`src/rtl/recirculacion_param.sv`:
```
// N-channel beat router between the FIFO/L1 layer and the probador.
// A registered mode steers beats to L1 or to the probador, and saturating counters track where beats went.
module recirculacion_param #(
    parameter int N_CH     = 4,
    parameter int DATA_W   = 8,
    parameter int MAX_HOLD = 4,
    parameter int COUNT_W  = 16
) (
    input  logic                     clk,
    input  logic                     reset_L,
    input  logic                     IDL,
    input  logic [N_CH*DATA_W-1:0]   data_in,
    input  logic [N_CH-1:0]          valid_in,
    input  logic                     L1_pause,
    input  logic                     clr_cnt,
    output logic [N_CH*DATA_W-1:0]   L1_data,
    output logic [N_CH-1:0]          L1_valid,
    output logic [N_CH*DATA_W-1:0]   probador_data,
    output logic [N_CH-1:0]          probador_valid,
    output logic                     mode,
    output logic [COUNT_W-1:0]       cnt_l1,
    output logic [COUNT_W-1:0]       cnt_probe,
    output logic [COUNT_W-1:0]       cnt_drop
);

    localparam int HOLD_W = (MAX_HOLD > 1) ? $clog2(MAX_HOLD) : 1;
    localparam int POP_W  = $clog2(N_CH + 1);
    localparam int SUM_W  = ((COUNT_W > POP_W) ? COUNT_W : POP_W) + 1;
    localparam logic [SUM_W-1:0] CNT_MAX = {{(SUM_W-COUNT_W){1'b0}}, {COUNT_W{1'b1}}};
    localparam logic [HOLD_W-1:0] HOLD_LAST = HOLD_W'(MAX_HOLD - 1);

    typedef enum logic {PROBE = 1'b0, RECIRC = 1'b1} state_t;

    state_t            state_reg, state_next;
    logic [HOLD_W-1:0] hold_reg, hold_next;

    logic [N_CH*DATA_W-1:0] data_masked;
    logic                   route_l1, route_probe, route_drop;
    logic [POP_W-1:0]       pop_valid, pop_l1, pop_probe, pop_drop;

    function automatic logic [POP_W-1:0] popcount(input logic [N_CH-1:0] v);
        logic [POP_W-1:0] acc;
        acc = '0;
        for (int i = 0; i < N_CH; i++) begin
            acc = acc + POP_W'(v[i]);
        end
        return acc;
    endfunction

    function automatic logic [COUNT_W-1:0] sat_add(input logic [COUNT_W-1:0] c,
                                                   input logic [POP_W-1:0]   p);
        logic [SUM_W-1:0] s;
        s = SUM_W'(c) + SUM_W'(p);
        if (s > CNT_MAX) begin
            s = CNT_MAX;
        end
        return s[COUNT_W-1:0];
    endfunction

    // Idle channels carry zero data on every output, whichever path is active.
    generate
        for (genvar gi = 0; gi < N_CH; gi++) begin : g_mask
            assign data_masked[gi*DATA_W +: DATA_W] =
                valid_in[gi] ? data_in[gi*DATA_W +: DATA_W] : '0;
        end
    endgenerate

    // A mode change waits for a beat-free cycle, but never longer than MAX_HOLD cycles.
    always_comb begin
        state_next = state_reg;
        hold_next  = '0;
        if (IDL != state_reg) begin
            if (valid_in == '0 || hold_reg == HOLD_LAST) begin
                state_next = state_t'(IDL);
            end else begin
                hold_next = hold_reg + 1'b1;
            end
        end
    end

    always_ff @(posedge clk) begin
        if (!reset_L) begin
            state_reg <= PROBE;
            hold_reg  <= '0;
        end else begin
            state_reg <= state_next;
            hold_reg  <= hold_next;
        end
    end

    assign mode = state_reg;

    // Routing uses the mode before the edge, so a switching cycle's beats follow the old path.
    assign route_probe = (state_reg == PROBE);
    assign route_l1    = (state_reg == RECIRC) && !L1_pause;
    assign route_drop  = (state_reg == RECIRC) && L1_pause;

    assign pop_valid = popcount(valid_in);
    assign pop_l1    = route_l1    ? pop_valid : '0;
    assign pop_probe = route_probe ? pop_valid : '0;
    assign pop_drop  = route_drop  ? pop_valid : '0;

    always_ff @(posedge clk) begin
        if (!reset_L) begin
            L1_data        <= '0;
            L1_valid       <= '0;
            probador_data  <= '0;
            probador_valid <= '0;
        end else begin
            L1_data        <= route_l1    ? data_masked : '0;
            L1_valid       <= route_l1    ? valid_in    : '0;
            probador_data  <= route_probe ? data_masked : '0;
            probador_valid <= route_probe ? valid_in    : '0;
        end
    end

    always_ff @(posedge clk) begin
        if (!reset_L || clr_cnt) begin
            cnt_l1    <= '0;
            cnt_probe <= '0;
            cnt_drop  <= '0;
        end else begin
            cnt_l1    <= sat_add(cnt_l1, pop_l1);
            cnt_probe <= sat_add(cnt_probe, pop_probe);
            cnt_drop  <= sat_add(cnt_drop, pop_drop);
        end
    end

endmodule

```
`config.mk`:
```
export PLATFORM = sky130hd
export DESIGN_NAME = recirculacion_param
export DESIGN_NICKNAME = d
export VERILOG_FILES = /design/src/rtl/recirculacion_param.sv
export SDC_FILE = /design/constraint.sdc
export NUM_CORES = 1
export LEC_CHECK = 0
export CORE_ASPECT_RATIO = 0.7
export CORE_MARGIN = 2
export CORE_UTILIZATION = 40
export CTS_CLUSTER_SIZE = 20
export DETAILED_ROUTE_END_ITERATION = 16
export PLACE_DENSITY_LB_ADDON = 0.25
export SLEW_MARGIN = 10
export SYNTH_ARGS = -nofsm -noshare
export SYNTH_HDL_FRONTEND = slang
export SYNTH_SLANG_ARGS = --single-unit
```
`constraint.sdc`:
```
create_clock -name clk -period 9.4 [get_ports clk]
set_input_delay 1.88 -clock clk [delete_from_list [all_inputs] [get_ports clk]]
set_output_delay 1.88 -clock clk [all_outputs]
set_load 0.05 [all_outputs]
```
# Word-level counts from Yosys, hierarchy flattened
# Cells that the tools add are included.
op_classes:
  order_cmp: 3
  eq_ne: 2
  bitwise: 2
  muxes: 10
  reduce_logical: 11
  n_addsub: 7
ops:
  columns: ["operator", "count"]
  rows:
  - ["adder 16 x 3 -> 17 bit", 3]
  - ["greater-than comparator 17 x 16 -> 1 bit (second input constant)", 3]
  - ["two-way mux 16 bit", 3]
  - ["two-way mux 8 bit", 4]
  - ["two-way mux 3 bit", 3]
  - ["zero test 4 bit", 1]
  - ["AND reduction 2 bit", 2]
  - ["adder 2 x 1 -> 3 bit", 1]
  - ["adder 3 x 1 -> 3 bit", 1]
  - ["OR reduction 3 bit", 1]
  - ["adder 1 x 1 -> 2 bit", 1]
  - ["adder 2 x 1 -> 2 bit (second input constant)", 1]
  - ["== test 2 bit (second input constant)", 1]
  - ["logical AND 1 bit", 2]
  - ["zero test 1 bit", 2]
  - ["logical OR 1 bit", 2]
  - ["inverter 1 bit", 2]
  - ["OR reduction 2 bit", 1]
  - ["inequality test 1 bit", 1]
word_totals:
  output_inout_bits: 121
  wordCells: 44
  in_bits: 41
  regBits: 123

# Longest topological paths before layout
# Gate-level depths: netlist of the first run.
depth:
  ltp_word: 7
  ltp_mapped: 12
  mapped_depth_nobuf: 11

# Least setup slack after synthesis of the first run
# OpenSTA, ideal clock, no wires.
synth_path:
  kind: "input port to flip-flop"
  startpoint: "in valid_in[0]"
  endpoint: "reg cnt_probe[10]"
  t_required_ns: 9.330
  cell_stages: 11
  setup_time_ns: 0.070
  t_arrival_ns: 4.306
  n_path_buf: 1
  setup_slack_ns: 5.023
  path_cell_list: "fa_1 ha_1 nor2b_1 ha_1 inv_1 fa_1 nand2b_1 a21oi_1 nand3_1 buf_4 a21oi_1"
synth_via:
  elab_chain_cells: 7
synth_rtl:
  columns: ["element", "line", "rtl"]
  rows:
  - ["start, declared", "13", "input logic [N_CH-1:0] valid_in,"]
  - ["adder 1 x 1 -> 2 bit *", "45", "acc = acc + POP_W'(v[i]);"]
  - ["adder 2 x 1 -> 3 bit *", "45", null]
  - ["adder 3 x 1 -> 3 bit *", "45", null]
  - ["two-way mux 3 bit *", "100", "assign pop_probe = route_probe ? pop_valid : '0;"]
  - ["adder 16 x 3 -> 17 bit *", "53", "s = SUM_W'(c) + SUM_W'(p);"]
  - ["greater-than comparator 17 x 16 -> 1 bit", "54", "if (s > CNT_MAX) begin"]
  - ["two-way mux 16 bit *", "54", null]
  - ["end signal, assigned", "124", "cnt_probe <= sat_add(cnt_probe, pop_probe);"]
  - ["end, declared", "22", "output logic [COUNT_W-1:0] cnt_probe,"]
# Mark *: on every way between the ends. The rest lies on a longest branch, timed or not.
# A chain may end at the register's enable or synchronous reset.

# Final worst setup path of the first run
layout_path:
  startpoint: "in valid_in[0]"
  endpoint: "reg cnt_probe[3]"
# Same word-level chain as after synthesis.

==> metrics.md, run 1 <==
| Metric | Value |
|---|---|
| Initial cell density of the core | 0.411 |
| Fin util | 0.627 |
| Final-report max-slew violation count | 0 |
| Drt drc | 0 |
| Required time worst endpoint | 9700 ps |
| Largest registers | L1_data: 32 flops, probador_data: 32 flops |
| Hold crit path type | flop to flop |
| Diode count | 0 |
| CTS tree | done |
| Remaining Overflow, GRT | 0 |
| Mapped Nets | 504 |
| Die area | 12200 sq um |
| Hold Violations, Final | 0 |
| H-tree levels | 4 |
| Final Setup Violations | 0 |
| Synth cell types | 45 |
| Setup_tns | 0 ps |
| Final Cycle Share | 0.563 |
| Largest net degree at the start of global routing | 50 |
| Row count | 32 |
| Num CTS Buffers | 17 |
| Post-CTS Resized | 0 |
| Routed WL | 11000 um |
| Leakage | 0.00270 uW |
| Synth-to-layout area growth | 52.6% |
| Clock Skews | 7.15 ps |
| Share of the synthesized area in the top cell type | 0.542 |
| Top cells by count, synth | dfxtp_1 (123), and3_1 (44), and2_1 (40) |
| Most common cell in the netlist | dfxtp_1 |
| Pre-CTS WS | 3710 ps |
| Area leader, netlist | dfxtp_1 |
| CP startpoint kind | input pin |
| # port buffers | 161 |
| Main area contributors after synthesis | dfxtp_1 (54%), and3_1 (6.1%), and2_1 (5.5%) |
| Clk pin slew, worst setup/hold paths | 50 ps |
| Worst-Skew Late Latency | 400 ps |
| DP HPWL | 7890 um |
| Critical path class | input pin to flop |
| Hold Slack | 422 ps |
| Overall routing resource usage | 0.181 |
| ANT nets after route | 0 |
| Initial antenna violation count | 0 |
| Yosys reg bits | 123 |
| Vias | 3651 |
| Max_slew headroom | 0.242 |
| Total of max-cap violations | 0 |
| Sequential cell area fraction in the yosys report | 0.542 |
| Synth Flop Type | dfxtp_1 |
| Clk root buf | clkbuf_16 |
| Post-synth EDFFs | 0 |
| Worst IR Drop VDD | 0.137 mV |
| Initial DRC count | 173 |
| Ys async rst share | 0 |
| Worst slew pin tran | 1130 ps |
| I/O pins | 162 |
| Post-CTS Setup Repair Bufs | 0 |
| Pwr/cell area | 194 nW/um^2 |
| Fin worst setup slack | 4110 ps |
| Routed vias/inst | 4.72 |
| Post-CTS Hold Fix Bufs | 0 |
| Sink Count | 123 |
| Die height | 93.1 um |
| Status | finished clean |
| Mapped Cells | 446 |
| CP Capture Type | flop |
| Highest net fanout along the worst path | 13 |
| Nets | 665 |
| Post-synthesis instance area | 4540 sq um |
| Vias in the first global route | 3510 |
| Final Critical Period | 5290 ps |
| Synthesized area per cell | 10.2 sq um |
| Die span in x | 131 um |
| Core Area | 11100 sq um |
| CTS Buffer Depth | 2 |
| Ys Warns | 0 |
| First-pass GRT wire length | 17600 um |
| CP Data Arrival Time | 5590 ps |
| Placer Congestion | 0.833 |
| Routed len/inst | 14.2 um |
| F_max | 189 MHz |
| Fraction of final layout cells with drive strength greater than 1 | 0.0726 |
| Pre-antenna DRT Iters | 4 |
| RSZ-0062 raised after global routing | no |
[path summary, 6_finish.rpt]
path	start	endpoint	slack, ps	cells past startpoint
worst min-delay path	hold_reg[0]	hold_reg[0]	420	1
worst max register to register	mode	cnt_l1[14]	6500	10
worst max-delay path	valid_in[0]	cnt_probe[3]	4110	11
worst min register to register	hold_reg[0]	hold_reg[0]	420	1
[layout by cell type, fill, tap and decap left out, types with 3 or more instances in the layout]
cell type,count
xor2_1,16
nor2_1,16
clkbuf_16,17
nand4_1,5
ha_1,13
nand2_1,19
a31oi_1,5
xnor2_1,15
nand2b_1,3
a21oi_1,39
nor2b_1,7
nor3_1,9
nand3_1,10
inv_1,18
and2_1,40
o21ai_0,4
fa_1,4
mux2i_1,3
clkdlybuf4s50_1,161
clkinvlp_4,3
dfxtp_1,123
and3_1,44
nor3b_1,3
bufinv_16,5
[critical path, stage by stage]
cell	delay (ps)
clkdlybuf4s50_1	730
fa_1	480
ha_1	320
nor2b_1	160
ha_1	190
inv_1	70
fa_1	400
nand2b_1	200
a21oi_1	400
nand3_1	500
a21oi_1	270
[routing by layer]
layer / track usage / up-vias / wire, um
met5: 0 / - / 0
met4: 0.0571 / 0 / 63
met3: 0.0580 / 6 / 642
met2: 0.291 / 100 / 5070
met1: 0.234 / 1695 / 5180
li1: - / 1850 / -
[cell families (layout without fill, tap and decap cells)]
family,after synthesis,in the layout,synth area share
compound gates,64,64,0.0835
buf+inv,37,211,0.0320
fa+ha+maj,17,17,0.0535
mux,3,3,0.00661
xor+xnor,31,31,0.0598
simple gates,171,171,0.222
flops,123,123,0.542
[report_power, final]
part           leakage [uW]  internal (uW)  switching (uW)
clock              0.000313            479             234
combinational       0.00139           40.2            57.5
sequential         0.000997            531            3.65
[cell type report]
| class | count | area [sq um] |
|---|---|---|
| multi-input cells | 286 | 1940 |
| well taps | 153 | 191 |
| clock buffers | 18 | 439 |
| clock inverters | 14 | 218 |
| inverters | 18 | 67.6 |
| flip-flops and latches | 123 | 2460 |
| repair buffers | 161 | 1610 |
| fillers | 926 | 4120 |
[through the flow]
step	power [uW]	cell area, sq um	instances
2_1_floorplan	601	4540	446
3_3_place_gp	642	6270	741
3_5_place_dp	644	6270	741
4_1_cts	1360	6930	773
5_1_grt	1390	6930	773
6_report	1350	6930	773
No activity file was read; power rests on OpenSTA's default activity.
==> run 2: changes to the inputs <==
==> constraint.sdc (replaced) <==
create_clock -name clk -period 5.44 [get_ports clk]
set_input_delay 1.088 -clock clk [delete_from_list [all_inputs] [get_ports clk]]
set_output_delay 1.088 -clock clk [all_outputs]
set_load 0.05 [all_outputs]
==> run 2 against run 1 <==
Clock skew about the same. Die area unchanged. Clock power increased by 53%. Sequential power increased by 73%. Global-route usage about the same. Combinational power increased by 74%.
==> metrics.md, run 2 (synthesized netlist as in run 1, its figures left out) <==
| Metric | Value |
|---|---|
| Routed vias/inst | 4.75 |
| CP Data Arrival Time | 4840 ps |
| Status | finished clean |
| Pwr/cell area | 319 nW/um^2 |
| Routed len/inst | 14.2 um |
| Fin util | 0.620 |
| CTS Buffer Depth | 2 |
| Post-CTS Setup Repair Bufs | 0 |
| DP HPWL | 7880 um |
| Highest net fanout along the worst path | 13 |
| Overall routing resource usage | 0.181 |
| Initial DRC count | 152 |
| F_max | 221 MHz |
| Max_slew headroom | 0.251 |
| Post-CTS Resized | 0 |
| Worst r2r dst | cnt_l1[14] |
| Reg-to-reg slack, setup | 2550 ps |
| Routed WL | 10900 um |
| Clock Skews | 6.94 ps |
| Die area | 12200 sq um |
| Worst slew pin tran | 1120 ps |
| Hold Violations, Final | 0 |
| RSZ-0062 raised after global routing | no |
| Final Critical Period | 4530 ps |
| Initial antenna violation count | 0 |
| Largest net degree at the start of global routing | 50 |
| Die height | 93.1 um |
| Hold crit path type | flop to flop |
| Final Cycle Share | 0.832 |
| CP startpoint kind | input pin |
| Setup_tns | 0 ps |
| Num CTS Buffers | 17 |
| Vias in the first global route | 3556 |
| Placer Congestion | 0.833 |
| Die span in x | 131 um |
| Required time worst endpoint | 5750 ps |
| Post-CTS Hold Fix Bufs | 0 |
| Largest registers | L1_data: 32 flops, probador_data: 32 flops |
| Flop pwr share | 0.423 |
| Vias | 3670 |
| Critical path class | input pin to flop |
| Initial cell density of the core | 0.411 |
| Sink Count | 123 |
| Row count | 32 |
| Nets | 665 |
| Final-report max-slew violation count | 0 |
| Sw Ratio | 0.234 |
| Commonest cells after routing, fill and taps aside | clkdlybuf4s50_1 (161), dfxtp_1 (123), and3_1 (44) |
| NetSw | 512 uW |
| Hold path cells | 1 |
| R2r startpoint | mode |
| CTS tree | done |
| Clk pwr share | 0.500 |
| H-tree levels | 4 |
| Clk pin slew, worst setup/hold paths | 60 ps |
| Internal power component | 1670 uW |
| CP Capture Type | flop |
| HP Start | hold_reg[0] |
| Worst-Skew Late Latency | 400 ps |
| Drt drc | 0 |
| First-pass GRT wire length | 17500 um |
| # port buffers | 161 |
| ANT nets after route | 0 |
| Combinational fraction of design power | 0.078 |
| Leakage | 0.00267 uW |
| Most common cell after layout, fill and taps aside | clkdlybuf4s50_1 |
| Total of max-cap violations | 0 |
| Synth-to-layout area growth | 51.0% |
| Pre-antenna DRT Iters | 5 |
| Diode count | 0 |
| Final Setup Violations | 0 |
| I/O pins | 162 |
| Hold Path End | hold_reg[0] |
| Core Area | 11100 sq um |
| Remaining Overflow, GRT | 0 |
| Clk root buf | clkbuf_16 |
| Fraction of final layout cells with drive strength greater than 1 | 0.0726 |
| Worst IR Drop VDD | 0.213 mV |
| Reg2reg path depth | 10 |
[run 2: worst max-delay path by stage]
stage / start / to / slack, ps / cells past startpoint
global route: valid_in[0] / cnt_probe[6] / 580 / 11
global placement: valid_in[0] / cnt_probe[0] / 720 / 11
finish: valid_in[0] / cnt_probe[13] / 910 / 11
detailed placement: valid_in[0] / cnt_probe[13] / 520 / 11
CTS: valid_in[0] / cnt_probe[13] / 950 / 11
floorplan: valid_in[0] / cnt_probe[10] / 1860 / 11
[run 2: stage by stage]
stage                     hold WS (ps)  area, sq um  total power, uW  setup WS, ps  std cells
after global routing               451         6860             2260           583        773
after floorplan                    398         4540             1040          1860        446
after global placement             407         6270             1110           718        741
final                              425         6860             2190           914        773
after detailed placement           421         6270             1110           522        741
after CTS                          428         6860             2210           949        773
[run 2: power by group through the flow]
stage | Sequential, uW | Clock, uW | Combinational, uW
CTS | 924 | 1110 | 171
global placement | 943 | 0 | 167
detailed placement | 943 | 0 | 170
finish | 924 | 1090 | 170
global route | 925 | 1150 | 180
floorplan | 995 | 0 | 42.3
[run 2: final cells by class]
class / count / area (sq um)
clock buffer: 18 / 439
clock inverter: 14 / 145
fill: 921 / 4200
inverter: 18 / 67.6
multi-input combinational: 286 / 1940
sequential: 123 / 2460
tap: 153 / 191
timing repair buffer: 161 / 1610
[run 2: critical path, stage by stage]
cell,delay (ps)
clkdlybuf4s50_1,740
fa_1,490
ha_1,330
nor2b_1,150
ha_1,180
inv_1,60
fa_1,400
nand2b_1,200
a21oi_1,400
nand3_1,500
a21oi_1,290
[run 2: metal layers]
layer | global-route usage | routed length, um | vias to the layer above | part of all wire
li1 | - | - | 1840 | -
met1 | 0.225 | 5150 | 1713 | 0.47
met2 | 0.287 | 5000 | 101 | 0.46
met3 | 0.0683 | 646 | 16 | 0.059
met4 | 0.0707 | 154 | 0 | 0.014
met5 | 0 | 0 | - | 0
==> run 3: changes to the inputs <==
==> constraint.sdc (replaced) <==
create_clock -name clk -period 4.5 [get_ports clk]
set_input_delay 0.9 -clock clk [delete_from_list [all_inputs] [get_ports clk]]
set_output_delay 0.9 -clock clk [all_outputs]
set_load 0.05 [all_outputs]
==> run 3 against run 2 <==
Count of clock-buffer cells in the layout is the same. Routed wire length increased by 2.9%. First-iteration DRC count increased by 39%. Die area did not move. Flip-flop and latch count is the same. Sequential power up 21%. Cell area increased by 0.11%. Clock power up 17%. Combinational power increased by 22%. Global-route usage up 0.57 points. Critical path type unchanged.
==> metrics.md, run 3 (synthesized netlist as in run 1, its figures left out) <==
| Metric | Value |
|---|---|
| Flop pwr share | 0.431 |
| CP Capture Type | flop |
| Vias | 3771 |
| Pwr/cell area | 378 nW/um^2 |
| Overall routing resource usage | 0.186 |
| Final Setup Violations | 0 |
| Routed vias/inst | 4.85 |
| Highest net fanout along the worst path | 11 |
| Largest registers | L1_data: 32 flops, probador_data: 32 flops |
| H-tree levels | 4 |
| Final Cycle Share | 0.847 |
| Clk root buf | clkbuf_16 |
| Post-CTS Resized | 0 |
| Worst-Skew Late Latency | 400 ps |
| Die area | 12200 sq um |
| Non-filler cells, final | 777 |
| Hold crit path type | flop to flop |
| Die span in x | 131 um |
| Fin util | 0.621 |
| Post-CTS Hold Fix Bufs | 0 |
| Total power | 2590 uW |
| Critical path class | input pin to flop |
| Total of max-cap violations | 0 |
| Clk pin slew, worst setup/hold paths | 50 ps |
| Core Area | 11100 sq um |
| Multi-input logic area | 1940 sq um |
| Sink Count | 123 |
| First-pass GRT wire length | 18100 um |
| Clock Skews | 5.33 ps |
| Pre-antenna DRT Iters | 4 |
| NetSw | 623 uW |
| I/O pins | 162 |
| Combinational fraction of design power | 0.080 |
| Remaining Overflow, GRT | 0 |
| Clk pwr share | 0.489 |
| Hold Violations, Final | 0 |
| Vias in the first global route | 3633 |
| F_max | 262 MHz |
| Max_slew headroom | 0.203 |
| Placed Cells | 745 |
| CTS Buffer Depth | 2 |
| Initial cell density of the core | 0.411 |
| Leakage | 0.00267 uW |
| Sw Ratio | 0.240 |
| Row count | 32 |
| CTS tree | done |
| Fillers | 913 |
| Diode count | 0 |
| Commonest cells after routing, fill and taps aside | clkdlybuf4s50_1 (161), dfxtp_1 (123), and3_1 (44) |
| Routed len/inst | 14.5 um |
| Most common cell after layout, fill and taps aside | clkdlybuf4s50_1 |
| Nets | 669 |
| Initial DRC count | 211 |
| Final-report max-slew violation count | 0 |
| Post-CTS Setup Repair Bufs | 0 |
| Largest net degree at the start of global routing | 50 |
| ANT nets after route | 0 |
| Required time worst endpoint | 4800 ps |
| RSZ-0062 raised after global routing | no |
| Status | finished clean |
| Worst IR Drop VDD | 0.246 mV |
| CP startpoint kind | input pin |
| Drt drc | 0 |
| Internal power component | 1970 uW |
| Hold Slack | 427 ps |
| Num CTS Buffers | 17 |
| Worst slew pin tran | 1190 ps |
| Synth-to-layout area growth | 51.1% |
| Placer Congestion | 0.811 |
| Fraction of final layout cells with drive strength greater than 1 | 0.0785 |
| Setup_tns | 0 ps |
| CP Data Arrival Time | 4110 ps |
| # port buffers | 161 |
| Die height | 93.1 um |
| Final Critical Period | 3810 ps |
| Initial antenna violation count | 0 |
| Routed WL | 11300 um |
| Register Area | 2460 sq um |
| DP HPWL | 8160 um |
run 3: cell types whose count changed in the layout (fill, tap and decap cells not counted):
cell,previous run,this run
buf_4,0,4
bufinv_16,2,1
clkinvlp_4,4,5
run 3: worst paths after layout:
path / slack [ps] / startpoint / to / cells past startpoint
worst max-delay path: 690 / valid_in[0] / cnt_drop[0] / 12
worst min-delay path: 430 / hold_reg[0] / hold_reg[0] / 1
worst max register to register: 1640 / mode / cnt_l1[14] / 10
worst min register to register: 430 / hold_reg[0] / hold_reg[0] / 1
run 3: power groups by stage:
stage               combinational [uW]  clock [uW]  sequential (uW)
global route                       221        1350             1120
CTS                                209        1290             1120
detailed placement                 208           0             1140
floorplan                         51.1           0             1200
global placement                   205           0             1140
finish                             207        1270             1120
run 3: metal layers:
layer,wire length [um],vias to the layer above,GRT usage
met1,5450,1791,0.246
met5,0,-,0
met2,5110,110,0.285
met3,612,12,0.0726
li1,-,1858,-
met4,102,0,0.0553
run 3: cell type report:
cell class | count | share of cell area
timing repair buffer | 165 | 0.239
multi-input combinational | 286 | 0.282
inverter | 18 | 0.00985
sequential | 123 | 0.359
clock inverter | 14 | 0.0179
clock buffer | 18 | 0.0640
tap | 153 | 0.0279
run 3: critical path, cell delays in order:
cell             delay (ps)
clkdlybuf4s50_1         450
fa_1                    540
ha_1                    330
and3_1                  180
ha_1                    170
inv_1                    60
fa_1                    400
nor2b_1                 200
nor2_1                  120
nor2_1                  210
nand2_1                 310
a21oi_1                 250
run 3: through the flow:
step	cell area [sq um]	setup slack, ps
5_1_grt	6860	449
6_report	6860	689
4_1_cts	6860	704
2_1_floorplan	4540	1100
3_3_place_gp	6300	441
3_5_place_dp	6300	312
